**config.mk**
```make
export PLATFORM = sky130hd
export DESIGN_NAME = mem_arbiter
export DESIGN_NICKNAME = d
export VERILOG_FILES = /design/src/rtl/mem_arb_pkg.sv /design/src/rtl/mem_arb_rr_pick.sv /design/src/rtl/mem_arbiter.sv
export SDC_FILE = /design/constraint.sdc
export NUM_CORES = 1
export LEC_CHECK = 0
export CORE_ASPECT_RATIO = 0.8
export CORE_UTILIZATION = 42
export DETAILED_ROUTE_END_ITERATION = 10
export HOLD_SLACK_MARGIN = 0.08
export PLACE_DENSITY = 0.82
export SYNTH_ARGS = -nofsm -noshare
export SYNTH_HDL_FRONTEND = slang
export SYNTH_SLANG_ARGS = --single-unit
```
**constraint.sdc**
```tcl
create_clock -name clk -period 2.5 [get_ports clk]
set_input_delay 0.5 -clock clk [delete_from_list [all_inputs] [get_ports clk]]
set_output_delay 0.5 -clock clk [all_outputs]
set_load 0.03 [all_outputs]
```
**src/rtl/mem_arb_pkg.sv**
```systemverilog
// Shared types and defaults for the three-way (or two-way) memory arbiter.
// MEM_ARB_DBG_PORT_EN adds the debug requester to the round-robin ring.
package mem_arb_pkg;

  localparam int ADDR_W_DEF = 16;
  localparam int DATA_W_DEF = 8;

  typedef enum logic [1:0] {
    IDLE  = 2'd0,
    BEAT0 = 2'd1,
    BEAT1 = 2'd2,
    DONE  = 2'd3
  } arb_state_e;

  typedef enum logic [1:0] {
    REQ_D = 2'd0,
    REQ_I = 2'd1,
    REQ_G = 2'd2
  } req_idx_e;

  // Pending/grant vectors always carry a slot for every requester kind.
  localparam int REQ_SLOTS = 3;

`ifdef MEM_ARB_DBG_PORT_EN
  localparam int       NUM_REQ     = 3;
  localparam req_idx_e RR_LAST_RST = REQ_G;
`else
  localparam int       NUM_REQ     = 2;
  localparam req_idx_e RR_LAST_RST = REQ_I;
`endif

endpackage

```
**src/rtl/mem_arb_rr_pick.sv**
```systemverilog
// Combinational round-robin picker: the search begins at the requester just
// after i_last and returns the first pending one as one-hot plus an index.
module mem_arb_rr_pick
  import mem_arb_pkg::*;
#(
  parameter int N = NUM_REQ
) (
  input  logic [REQ_SLOTS-1:0] i_pend,
  input  logic [1:0]           i_last,
  output logic [REQ_SLOTS-1:0] o_grant,
  output logic [1:0]           o_idx
);

  logic [1:0] w_cand;
  logic       w_found;

  always_comb begin
    // NOTE: every variable gets a default before the loop so no path can infer a latch.
    o_grant = '0;
    o_idx   = '0;
    w_cand  = '0;
    w_found = 1'b0;
    for (int k = 1; k <= N; k++) begin
      w_cand = 2'((int'(i_last) + k) % N);
      if (!w_found && i_pend[w_cand]) begin
        w_found         = 1'b1;
        o_grant[w_cand] = 1'b1;
        o_idx           = w_cand;
      end
    end
  end

endmodule

```
**src/rtl/mem_arbiter.sv**
```systemverilog
// Arbitrates the single byte-wide memory between fetch, data and (with
// MEM_ARB_DBG_PORT_EN) debug requesters; a grant is held for a whole transaction.
module mem_arbiter
  import mem_arb_pkg::*;
#(
  parameter int ADDR_W = ADDR_W_DEF,
  parameter int DATA_W = DATA_W_DEF
) (
  input  logic                clk,
  input  logic                reset,
  input  logic                i_req,
  input  logic [ADDR_W-1:0]   i_addr,
  output logic                i_ack,
  output logic [2*DATA_W-1:0] i_rdata,
  input  logic                d_req,
  input  logic                d_we,
  input  logic [ADDR_W-1:0]   d_addr,
  input  logic [DATA_W-1:0]   d_wdata,
  output logic                d_ack,
  output logic [DATA_W-1:0]   d_rdata,
`ifdef MEM_ARB_DBG_PORT_EN
  input  logic                g_req,
  input  logic                g_we,
  input  logic [ADDR_W-1:0]   g_addr,
  input  logic [DATA_W-1:0]   g_wdata,
  output logic                g_ack,
  output logic [DATA_W-1:0]   g_rdata,
`endif
  output logic                mem_req,
  output logic                mem_we,
  output logic [ADDR_W-1:0]   mem_addr,
  output logic [DATA_W-1:0]   mem_wdata,
  input  logic                mem_ack,
  input  logic [DATA_W-1:0]   mem_rdata
);

  arb_state_e              r_state;
  req_idx_e                r_win;
  logic [ADDR_W-1:0]       r_addr;
  logic                    r_we;
  logic [DATA_W-1:0]       r_wdata;
  logic [2*DATA_W-1:0]     r_i_rdata;
  logic [DATA_W-1:0]       r_d_rdata;
`ifdef MEM_ARB_DBG_PORT_EN
  logic [DATA_W-1:0]       r_g_rdata;
`endif

  logic [REQ_SLOTS-1:0]    w_pend;
  logic [REQ_SLOTS-1:0]    w_grant;
  logic [1:0]              w_idx;
  logic [ADDR_W-1:0]       w_sel_addr;
  logic                    w_sel_we;
  logic [DATA_W-1:0]       w_sel_wdata;

`ifdef MEM_ARB_DBG_PORT_EN
  assign w_pend = {g_req, i_req, d_req};
`else
  assign w_pend = {1'b0, i_req, d_req};
`endif

  // r_win doubles as the round-robin pointer: it always names the last winner.
  mem_arb_rr_pick #(.N(NUM_REQ)) u_pick (
    .i_pend  (w_pend),
    .i_last  (r_win),
    .o_grant (w_grant),
    .o_idx   (w_idx)
  );

  always_comb begin
    w_sel_addr  = '0;
    w_sel_we    = 1'b0;
    w_sel_wdata = '0;
    if (w_grant[REQ_D]) begin
      w_sel_addr  = d_addr;
      w_sel_we    = d_we;
      w_sel_wdata = d_wdata;
    end
    if (w_grant[REQ_I]) begin
      w_sel_addr = i_addr;
    end
`ifdef MEM_ARB_DBG_PORT_EN
    if (w_grant[REQ_G]) begin
      w_sel_addr  = g_addr;
      w_sel_we    = g_we;
      w_sel_wdata = g_wdata;
    end
`endif
  end

  always_ff @(posedge clk) begin
    // NOTE: non-blocking throughout so every register sees pre-edge values of the others.
    if (reset) begin
      r_state   <= IDLE;
      r_win     <= RR_LAST_RST;
      r_addr    <= '0;
      r_we      <= 1'b0;
      r_wdata   <= '0;
      r_i_rdata <= '0;
      r_d_rdata <= '0;
`ifdef MEM_ARB_DBG_PORT_EN
      r_g_rdata <= '0;
`endif
    end else begin
      case (r_state)
        IDLE: begin
          if (|w_grant) begin
            r_win   <= req_idx_e'(w_idx);
            r_addr  <= w_sel_addr;
            r_we    <= w_sel_we;
            r_wdata <= w_sel_wdata;
            r_state <= BEAT0;
          end
        end
        BEAT0: begin
          if (mem_ack) begin
            if (r_win == REQ_I) begin
              r_i_rdata[2*DATA_W-1:DATA_W] <= mem_rdata;
              r_state                      <= BEAT1;
            end else begin
              // Writes leave the requester's rdata at its last read value.
              if (!r_we) begin
                if (r_win == REQ_D) r_d_rdata <= mem_rdata;
`ifdef MEM_ARB_DBG_PORT_EN
                else r_g_rdata <= mem_rdata;
`endif
              end
              r_state <= DONE;
            end
          end
        end
        BEAT1: begin
          if (mem_ack) begin
            r_i_rdata[DATA_W-1:0] <= mem_rdata;
            r_state               <= DONE;
          end
        end
        default: r_state <= IDLE;
      endcase
    end
  end

  assign mem_req   = (r_state == BEAT0) || (r_state == BEAT1);
  assign mem_addr  = (r_state == BEAT1) ? r_addr + ADDR_W'(1) : r_addr;
  assign mem_we    = (r_state == BEAT1) ? 1'b0 : r_we;
  assign mem_wdata = r_wdata;

  assign i_ack   = (r_state == DONE) && (r_win == REQ_I);
  assign d_ack   = (r_state == DONE) && (r_win == REQ_D);
  assign i_rdata = r_i_rdata;
  assign d_rdata = r_d_rdata;
`ifdef MEM_ARB_DBG_PORT_EN
  assign g_ack   = (r_state == DONE) && (r_win == REQ_G);
  assign g_rdata = r_g_rdata;
`endif

endmodule

```
==> impl_metrics.tcl, run 1 <==
set metrics [dict create \
    rows 24 \
    root_buffer "clkbuf_8" \
    drc_errors 0 \
    place_hpwl_mm 4.71 \
    clock_path_buffers 2 \
    clkPwrFrac_pct 16.9 \
    reg2regPathDepth 5 \
    diodes 0 \
    arrival_ps 1900 \
    worst_ep_required_time_ps 2000 \
    cts_made_buffers 5 \
    grt_usage_pct 22.0 \
    placed_cells 432 \
    die-area_um2 6010 \
    cap_violations 0 \
    skew_ps 10.3 \
    clk_latency_ps 310 \
    firstDrtPassIters 4 \
    multi_input_comb_area_um2 1260 \
    r2r_slack_ps 600 \
    finalWeightedCongestion 0.857 \
    ioPinCount 106 \
    seq_area_um2 1040 \
    yosys_register_bits 52 \
    portBuffers 105 \
    tightest_slew_ps 758 \
    synth.distinct_cells 37 \
    yosys_warnings 0 \
    synth_cells 260 \
    power_density_nw_per_um2 973 \
    placed_area_um2 3460 \
    final_hold_viol_count 0 \
    cp_max_fo 6 \
    path_clk_slew_ps 100 \
    min_path_type "register to register" \
    postCtsHoldBufs 0 \
    p_seq_share_pct 34.6 \
    cts_tree "done" \
    setup_tns_ps 0 \
    ant_nets 0 \
    die_x_um 86.4 \
    power.switching_mw 1.47 \
    fmax_mhz 417 \
    fill_cells 468 \
    crit_start "r_state[1]" \
    utilization_pct 65.8 \
    dp_slack_ps 273 \
    r2r_start "r_state[1]" \
    avgSynthCellArea_um2 9.22 \
    crit_type "register to output port" \
    setup_ws_ps 100 \
    end_kind "output port" \
    h-tree-depth 2 \
    combPwrFrac_pct 48.6 \
    overflow 0 \
    viasPerCell 5.21 \
    first_iter_violations 108 \
    switching_share_pct 42.1 \
    grt_pass1_vias 2179 \
    p_total_mw 3.50 \
    initial_core_util_pct 43.8 \
    status "complete, no violations" \
    setup_viol 0 \
    die_height_um 69.6 \
    antenna_found_initial 0 \
    grt_max_degree 53 \
    syn_to_final_growth_pct 50.1 \
    worstReg2RegEnd "mem_wdata[3]" \
    startpoint_type "register" \
    wl_mm 6.44 \
    vias 2298 \
    post-route-period-util_pct 96.0 \
    fin_cells 441 \
    grt_pass1_wl_mm 10.5 \
    endpoint "mem_addr[4]" \
    syn-num-nets 319 \
    fin_nets 421 \
    coreArea_um2 5470 \
    power_leakage_nw 1.39 \
    syn_area_um2 2400 \
    detail_route.wl_per_cell_um 14.6 \
    p_int_mw 2.02 \
    slew_viol_final 0 \
    cts.sinks 52 \
    max_slew_margin_pct 49.1 \
    min_period_ps 2400 \
    fin_hold_ws_ps 460 \
    drive_above_1_share_pct 11.6 \
    yosysSeqAreaShare_pct 43.4 \
    final_cell_area_um2 3600 \
    peakVddDrop_uv 485 \
]
timing repair:
action / in CTS / in global routing
setup endpoints to repair: 7 / 7
cloned: 0 / 0
setup buffers: 0 / 1
gates resized for setup: 3 / 3
pin swaps: 0 / 1
synthesized netlist by cell type:
master / number / area share (%)
a211oi_1: 15 / 4.7
a21boi_2: 1 / 0.47
a21oi_1: 10 / 2.1
a221oi_1: 1 / 0.37
a311o_1: 1 / 0.42
a32oi_1: 9 / 3.3
and2_1: 1 / 0.26
and3_1: 2 / 0.52
and4_1: 2 / 0.73
buf_1: 1 / 0.16
buf_2: 2 / 0.42
buf_4: 3 / 0.94
buf_6: 1 / 0.47
clkbuf_1: 9 / 1.4
clkbuf_8: 1 / 0.57
dfxtp_1: 52 / 43
ha_1: 5 / 2.6
inv_1: 5 / 0.78
mux2_2: 1 / 0.47
mux2i_1: 18 / 7.5
nand2_1: 17 / 2.7
nand2b_1: 1 / 0.26
nand3_1: 11 / 2.3
nand3_2: 1 / 0.42
nand4_1: 3 / 0.78
nand4_4: 1 / 0.89
nor2_1: 46 / 7.2
nor2b_1: 2 / 0.52
nor2b_4: 1 / 0.57
nor3_4: 2 / 1.4
nor3b_4: 1 / 0.78
o21ai_1: 1 / 0.21
o21ai_2: 1 / 0.37
o22ai_1: 16 / 4.2
o2bb2ai_1: 1 / 0.37
xnor2_1: 12 / 4.4
xor2_1: 3 / 1.1
cell type report:
class | count | area share (%)
Clock buffer | 5 | 1.91
Clock inverter | 3 | 1.29
Inverter | 5 | 0.522
Multi-Input combinational cell | 186 | 35.0
Sequential cell | 52 | 29.0
Tap cell | 78 | 2.71
Timing Repair Buffer | 112 | 29.6
state kept, by name (all words and copies together) (netlist names):
| register | count |
|---|---|
| d_rdata | 8 |
| i_rdata | 16 |
| mem_wdata | 8 |
| r_addr | 16 |
| r_state | 2 |
| r_we | 1 |
| r_win | 1 |
critical path: stages (launching register included):
cell and delay, ps:
dfxtp_1 430, ha_4 200, nand4_1 120, xnor2_1 150, clkdlybuf4s50_1 690
power by group through the flow:
| stage | Sequential [mW] | Clock (mW) | Combinational [mW] |
|---|---|---|---|
| 2_1_floorplan | 1.28 | 0 | 1.04 |
| 3_3_place_gp | 1.20 | 0 | 1.66 |
| 3_5_place_dp | 1.22 | 0 | 1.69 |
| 4_1_cts | 1.21 | 0.607 | 1.71 |
| 5_1_grt | 1.24 | 0.638 | 1.84 |
| 6_report | 1.21 | 0.591 | 1.70 |
cell families (layout without fill, tap and decap cells):
logic type	after synthesis	count (layout)	share of synthesized area, %
adders and majority gates	5	5	2.61
buffers and inverters	22	125	4.75
AOI/OAI and AO/OA	56	56	16.4
muxes	19	19	7.99
and+or+nand+nor	91	91	19.3
DFF	52	52	43.4
xor gates and xnor gates	15	15	5.48
layer usage:
layer	track usage [%]	vias to the layer above	wire length [µm]	part of all wire, %
met5	0	-	0	0
met4	4.07	0	53	0.82
met3	5.60	8	493	7.7
met2	36.8	87	2970	46
met1	29.0	1064	2920	45
li1	-	1139	-	-
worst min-delay path by stage:
stage,from,cells past startpoint,to
global route,i_rdata[7],2,i_rdata[7]
global placement,i_rdata[4],2,i_rdata[4]
finish,i_rdata[7],2,i_rdata[7]
floorplan,r_addr[15],2,r_addr[15]
CTS,i_rdata[7],2,i_rdata[7]
detailed placement,i_rdata[7],2,i_rdata[7]
cell usage in the layout (no fill, tap or decap), types with 2 or more instances in the layout:
master,instances
and4_1,2
nand3_1,11
clkbuf_8,5
nor2b_1,2
o22ai_1,16
xnor2_1,12
buf_4,20
xor2_1,3
nor3_4,2
dfxtp_1,51
nand2_1,17
a21oi_1,10
clkdlybuf4s50_1,90
nand4_1,3
a211oi_1,15
ha_1,4
a32oi_1,9
inv_1,4
mux2i_1,18
nor2_1,46
(Power assumes the default switching activity.)
==> run 2: changes to the inputs <==
==> constraint.sdc (replaced) <==
create_clock -name clk -period 2.5 [get_ports clk]
set_input_delay 0.5 -clock clk [delete_from_list [all_inputs] [get_ports clk]]
set_output_delay 0.5 -clock clk [all_outputs]
set_load 0.1 [all_outputs]
==> impl_metrics.tcl, run 2 (synthesis gave the netlist of run 1 again) <==
set metrics [dict create \
    status "complete, no violations" \
    setup_ws_ps 85.4 \
    path_depth 7 \
    detail_route.wl_per_cell_um 14.3 \
    fill_cells 417 \
    firstDrtPassIters 4 \
    arrival_ps 1910 \
    path_cells "inv_2 -> ha_4 -> and3_4 -> nor3b_4 -> nand3_1 -> xnor2_4 -> buf_12" \
    coreArea_um2 5470 \
    startpoint_type "register" \
    end_kind "output port" \
    min_period_ps 2410 \
    portBuffers 105 \
    wl_mm 6.38 \
    grt.busiest_layer "met2" \
    antenna_found_initial 0 \
    overflow 0 \
    grt_use_met1_pct 30.4 \
    utilization_pct 72.1 \
    cts.sinks 52 \
    crit_path_top_delay_cell "dfxtp_2" \
    root_buffer "clkbuf_8" \
    clk_latency_ps 320 \
    worst_ep_required_time_ps 2000 \
    cap_violations 0 \
    use_met3_pct 6.67 \
    diodes 0 \
    cp_max_fo 5 \
    rows 24 \
    syn_to_final_growth_pct 64.5 \
    grt_usage_pct 22.3 \
    clock_path_buffers 2 \
    peakVddDrop_uv 924 \
    grt_util_met2_pct 34.9 \
    fin_nets 427 \
    viasPerCell 5.05 \
    setup_viol 0 \
    max_slew_margin_pct 54.9 \
    ioPinCount 106 \
    max_stage_delay_ps 340 \
    final_cell_mix "clkdlybuf4s50_1 (52), dfxtp_1 (48), buf_4 (48), nor2_1 (46), mux2i_1 (18)" \
    first_iter_violations 58 \
    fmax_mhz 414 \
    dp_slack_ps 263 \
    path_clk_slew_ps 100 \
    p_seq_share_pct 25.4 \
    power_leakage_nw 1.65 \
    grt_pass1_wl_mm 10.7 \
    h-tree-depth 2 \
    finalWeightedCongestion 0.741 \
    place_hpwl_mm 4.91 \
    placed_area_um2 3800 \
    tightest_slew_ps 672 \
    ant_nets 0 \
    clkPwrFrac_pct 10.3 \
    postCtsHoldBufs 0 \
    whs_path_depth 2 \
    grt_pass1_vias 2212 \
    die_x_um 86.4 \
    crit_type "register to output port" \
    skew_ps 6.71 \
    cts_tree "done" \
    cts_made_buffers 5 \
    die-area_um2 6010 \
    power.switching_mw 2.63 \
    die_height_um 69.6 \
    multi_input_comb_area_um2 1460 \
    post-route-period-util_pct 96.6 \
    drc_errors 0 \
    final_cell_area_um2 3940 \
    drive_above_1_share_pct 29.3 \
    p_total_mw 4.93 \
    rsz0062_at_grt "true" \
    power_density_nw_per_um2 1250 \
    min_path_type "register to register" \
    path_buf_inv 2 \
    vias 2256 \
    final_common_cell "clkdlybuf4s50_1" \
    p_int_mw 2.30 \
    initial_core_util_pct 43.8 \
    placed_cells 436 \
    grt_max_degree 33 \
    switching_share_pct 53.4 \
    reg2regPathDepth 5 \
    seq_area_um2 1050 \
    slew_viol_final 0 \
    combPwrFrac_pct 64.4 \
    fin_cells 447 \
    final_hold_viol_count 0 \
    cp_top_family "simple AND/OR/NAND/NOR gates" \
]
## run 2: cell count changes in the layout (fill, tap and decap cells not counted), moves of 2 or more
| cell | before | now |
|---|---|---|
| xor2_1 | 3 | 0 |
| xnor2_1 | 12 | 0 |
| xor2_4 | 0 | 2 |
| xnor2_4 | 0 | 5 |
| clkdlybuf4s50_1 | 90 | 52 |
| buf_12 | 0 | 17 |
| dfxtp_1 | 51 | 48 |
| buf_4 | 20 | 48 |
| xnor2_2 | 0 | 7 |
| dfxtp_2 | 1 | 3 |
## run 2: final timing paths
kind / endpoint / slack (ps) / from
worst min-delay path: i_rdata[0] / 460 / i_rdata[0]
worst max register to register: r_addr[14] / 800 / r_state[1]
worst max-delay path: mem_addr[9] / 90 / r_state[0]
worst min register to register: i_rdata[0] / 460 / i_rdata[0]
## run 2: stage by stage
step                      hold WS (ps)  setup TNS [ps]
after CTS                          466               0
after global placement             448               0
after detailed placement           450               0
final                              464               0
after global routing               487           -33.5
after floorplan                    500            -376
## run 2: repair_timing
action,4_1_cts,5_1_grt
pin swaps,2,4
endpoints found under the setup margin,6,5
gates resized for setup,7,5
setup buffers,1,2
## run 2: worst register-to-register path, delay by kind of cell, from the launching register on
family / cells / cell delay, ps
buf+inv: 1 / 80
simple gates: 2 / 520
compound gates: 1 / 250
fa+ha+maj: 1 / 390
flops: 1 / 370
## run 2: final cells by class
| class | instances | area share, % |
|---|---|---|
| multi-input combinational | 186 | 37.0 |
| timing repair buffer | 118 | 31.1 |
| sequential | 52 | 26.6 |
| tap | 78 | 2.48 |
| clock buffer | 5 | 1.75 |
| clock inverter | 3 | 0.635 |
| inverter | 5 | 0.476 |
## run 2: power by group through the flow
stage                     Combinational [mW]  Clock (mW)  Sequential [mW]
after detailed placement                3.15           0             1.26
after global placement                  3.11           0             1.24
after floorplan                         1.83           0             1.64
after CTS                               3.18       0.522             1.24
after global routing                    3.31       0.553             1.28
final                                   3.17       0.506             1.25
## run 2: layer usage
metal / part of all wire, % / vias to the layer above
li1: - / 1145
met1: 47 / 1035
met2: 45 / 70
met5: 0 / -
met3: 6.8 / 6
met4: 0.80 / 0
==> run 3: changes to the inputs <==
- CORE_UTILIZATION: 42 -> 38
- CTS_CLUSTER_SIZE: not set -> 40
- PLACE_DENSITY: 0.82 -> 0.79
- clock period: 2.5 -> 2.12 ns (I/O delays scaled with it)
==> impl_metrics.tcl, run 3 (synthesis gave the netlist of run 1 again) <==
set metrics [dict create \
    die_height_um 73.0 \
    endpoint "mem_addr[13]" \
    clk_latency_ps 310 \
    postCtsHoldBufs 0 \
    final_common_cell "buf_4" \
    cap_violations 0 \
    viasPerCell 5.06 \
    root_buffer "clkbuf_8" \
    h-tree-depth 2 \
    setup_viol 14 \
    clock_path_buffers 2 \
    grt_pass1_vias 2285 \
    dp_slack_ps 34.6 \
    power_density_nw_per_um2 1440 \
    drc_errors 0 \
    cp_max_fo 4 \
    rows 25 \
    drive_above_1_share_pct 36.4 \
    cts_tree "done" \
    power_leakage_nw 1.85 \
    finalWeightedCongestion 0.747 \
    cts.sinks 52 \
    status "finished with violations" \
    syn_to_final_growth_pct 82.0 \
    worst_ep_required_time_ps 1700 \
    vias 2397 \
    grt_usage_pct 21.0 \
    tightest_slew_ps 724 \
    final_hold_viol_count 0 \
    startpoint_type "register" \
    violations "setup timing" \
    cts_made_buffers 5 \
    r2r_start "r_state[0]" \
    end_kind "output port" \
    worstReg2RegEnd "r_state[0]" \
    detail_route.wl_per_cell_um 15.3 \
    diodes 0 \
    min_path_type "register to register" \
    crit_start "r_state[0]" \
    portBuffers 105 \
    die-area_um2 6630 \
    skew_ps 10.4 \
    firstDrtPassIters 4 \
    fmax_mhz 423 \
    antenna_found_initial 0 \
    arrival_ps 1940 \
    coreArea_um2 6010 \
    die_x_um 90.8 \
    whs_path_depth 2 \
    max_slew_margin_pct 51.4 \
    post-route-period-util_pct 112 \
    setup_ws_ps -246 \
    r2r_slack_ps 210 \
    grt_max_degree 53 \
    ant_nets 0 \
    path_clk_slew_ps 110 \
    initial_core_util_pct 39.9 \
    rsz0062_at_grt "true" \
    final_cell_mix "buf_4 (60), clkdlybuf4s50_1 (52), dfxtp_1 (47), nor2_1 (45), buf_12 (22)" \
    ioPinCount 106 \
    wl_mm 7.24 \
    fill_cells 449 \
    overflow 0 \
    grt_pass1_wl_mm 11.2 \
    first_iter_violations 73 \
    fin_nets 451 \
    peakVddDrop_uv 1130 \
    fin_hold_ws_ps 469 \
    slew_viol_final 0 \
    crit_type "register to output port" \
    min_period_ps 2370 \
    seq_area_um2 1050 \
    reg2regPathDepth 12 \
    place_hpwl_mm 5.01 \
    multi_input_comb_area_um2 1600 \
]
-- run 3: timing repair --
action | in CTS | in global routing
gates resized for setup | 17 | 14
endpoints found under the hold margin | 0 | 0
pin swaps | 15 | 10
buffers inserted | 9 | 6
cloned | 0 | 0
endpoints found under the setup margin | 13 | 13
-- run 3: worst min-delay path by stage --
stage / from / endpoint / slack, ps
floorplan: r_state[0] / r_state[0] / 500
global placement: i_rdata[6] / i_rdata[6] / 450
detailed placement: i_rdata[2] / i_rdata[2] / 460
CTS: i_rdata[2] / i_rdata[2] / 470
global route: i_rdata[7] / i_rdata[7] / 490
finish: i_rdata[2] / i_rdata[2] / 470
-- run 3: final cells by class --
class	instances	area share, %
flip-flops and latches	52	24.0
repair buffers	142	34.3
clock buffers	5	1.58
multi-input cells	186	36.8
well taps	81	2.32
clock inverters	3	0.574
inverters	5	0.430
-- run 3: routing by layer --
metal / track usage (%) / share of wire [%] / vias to the layer above / wire length, µm
met5: 0 / 0 / - / 0
met4: 4.59 / 1.1 / 0 / 83
met3: 5.00 / 4.9 / 10 / 353
met2: 37.0 / 50 / 72 / 3630
met1: 26.4 / 44 / 1124 / 3180
li1: - / - / 1191 / -
-- run 3: power by group --
| part | switching [mW] | leakage, nW | internal [mW] | total, mW |
|---|---|---|---|---|
| registers | 0.192 | 0.427 | 1.20 | 1.39 |
| clock network | 0.359 | 0.0452 | 0.242 | 0.601 |
| logic | 2.71 | 1.37 | 1.59 | 4.30 |
| total | 3.26 | 1.85 | 3.03 | 6.29 |
-- run 3: per-stage QoR --
step	cells	instance area (µm²)	TNS (ps)	power, mW	util, %
4_1_cts	470	4270	-1590	6.20	71.1
3_3_place_gp	455	4050	0	5.44	67.4
6_report	474	4360	-2060	6.29	72.6
3_5_place_dp	455	4050	0	5.50	67.4
2_1_floorplan	260	2670	-2190	4.17	-
5_1_grt	474	4360	-3070	6.54	72.6
-- run 3: critical path, cell delays in order, from the launching register on --
cell and delay [ps]:
dfxtp_2 330, inv_2 70, ha_4 120, and3_4 180
nor3b_4 250, buf_4 160, buf_6 100, nand2_4 60
xnor2_4 180, buf_12 190
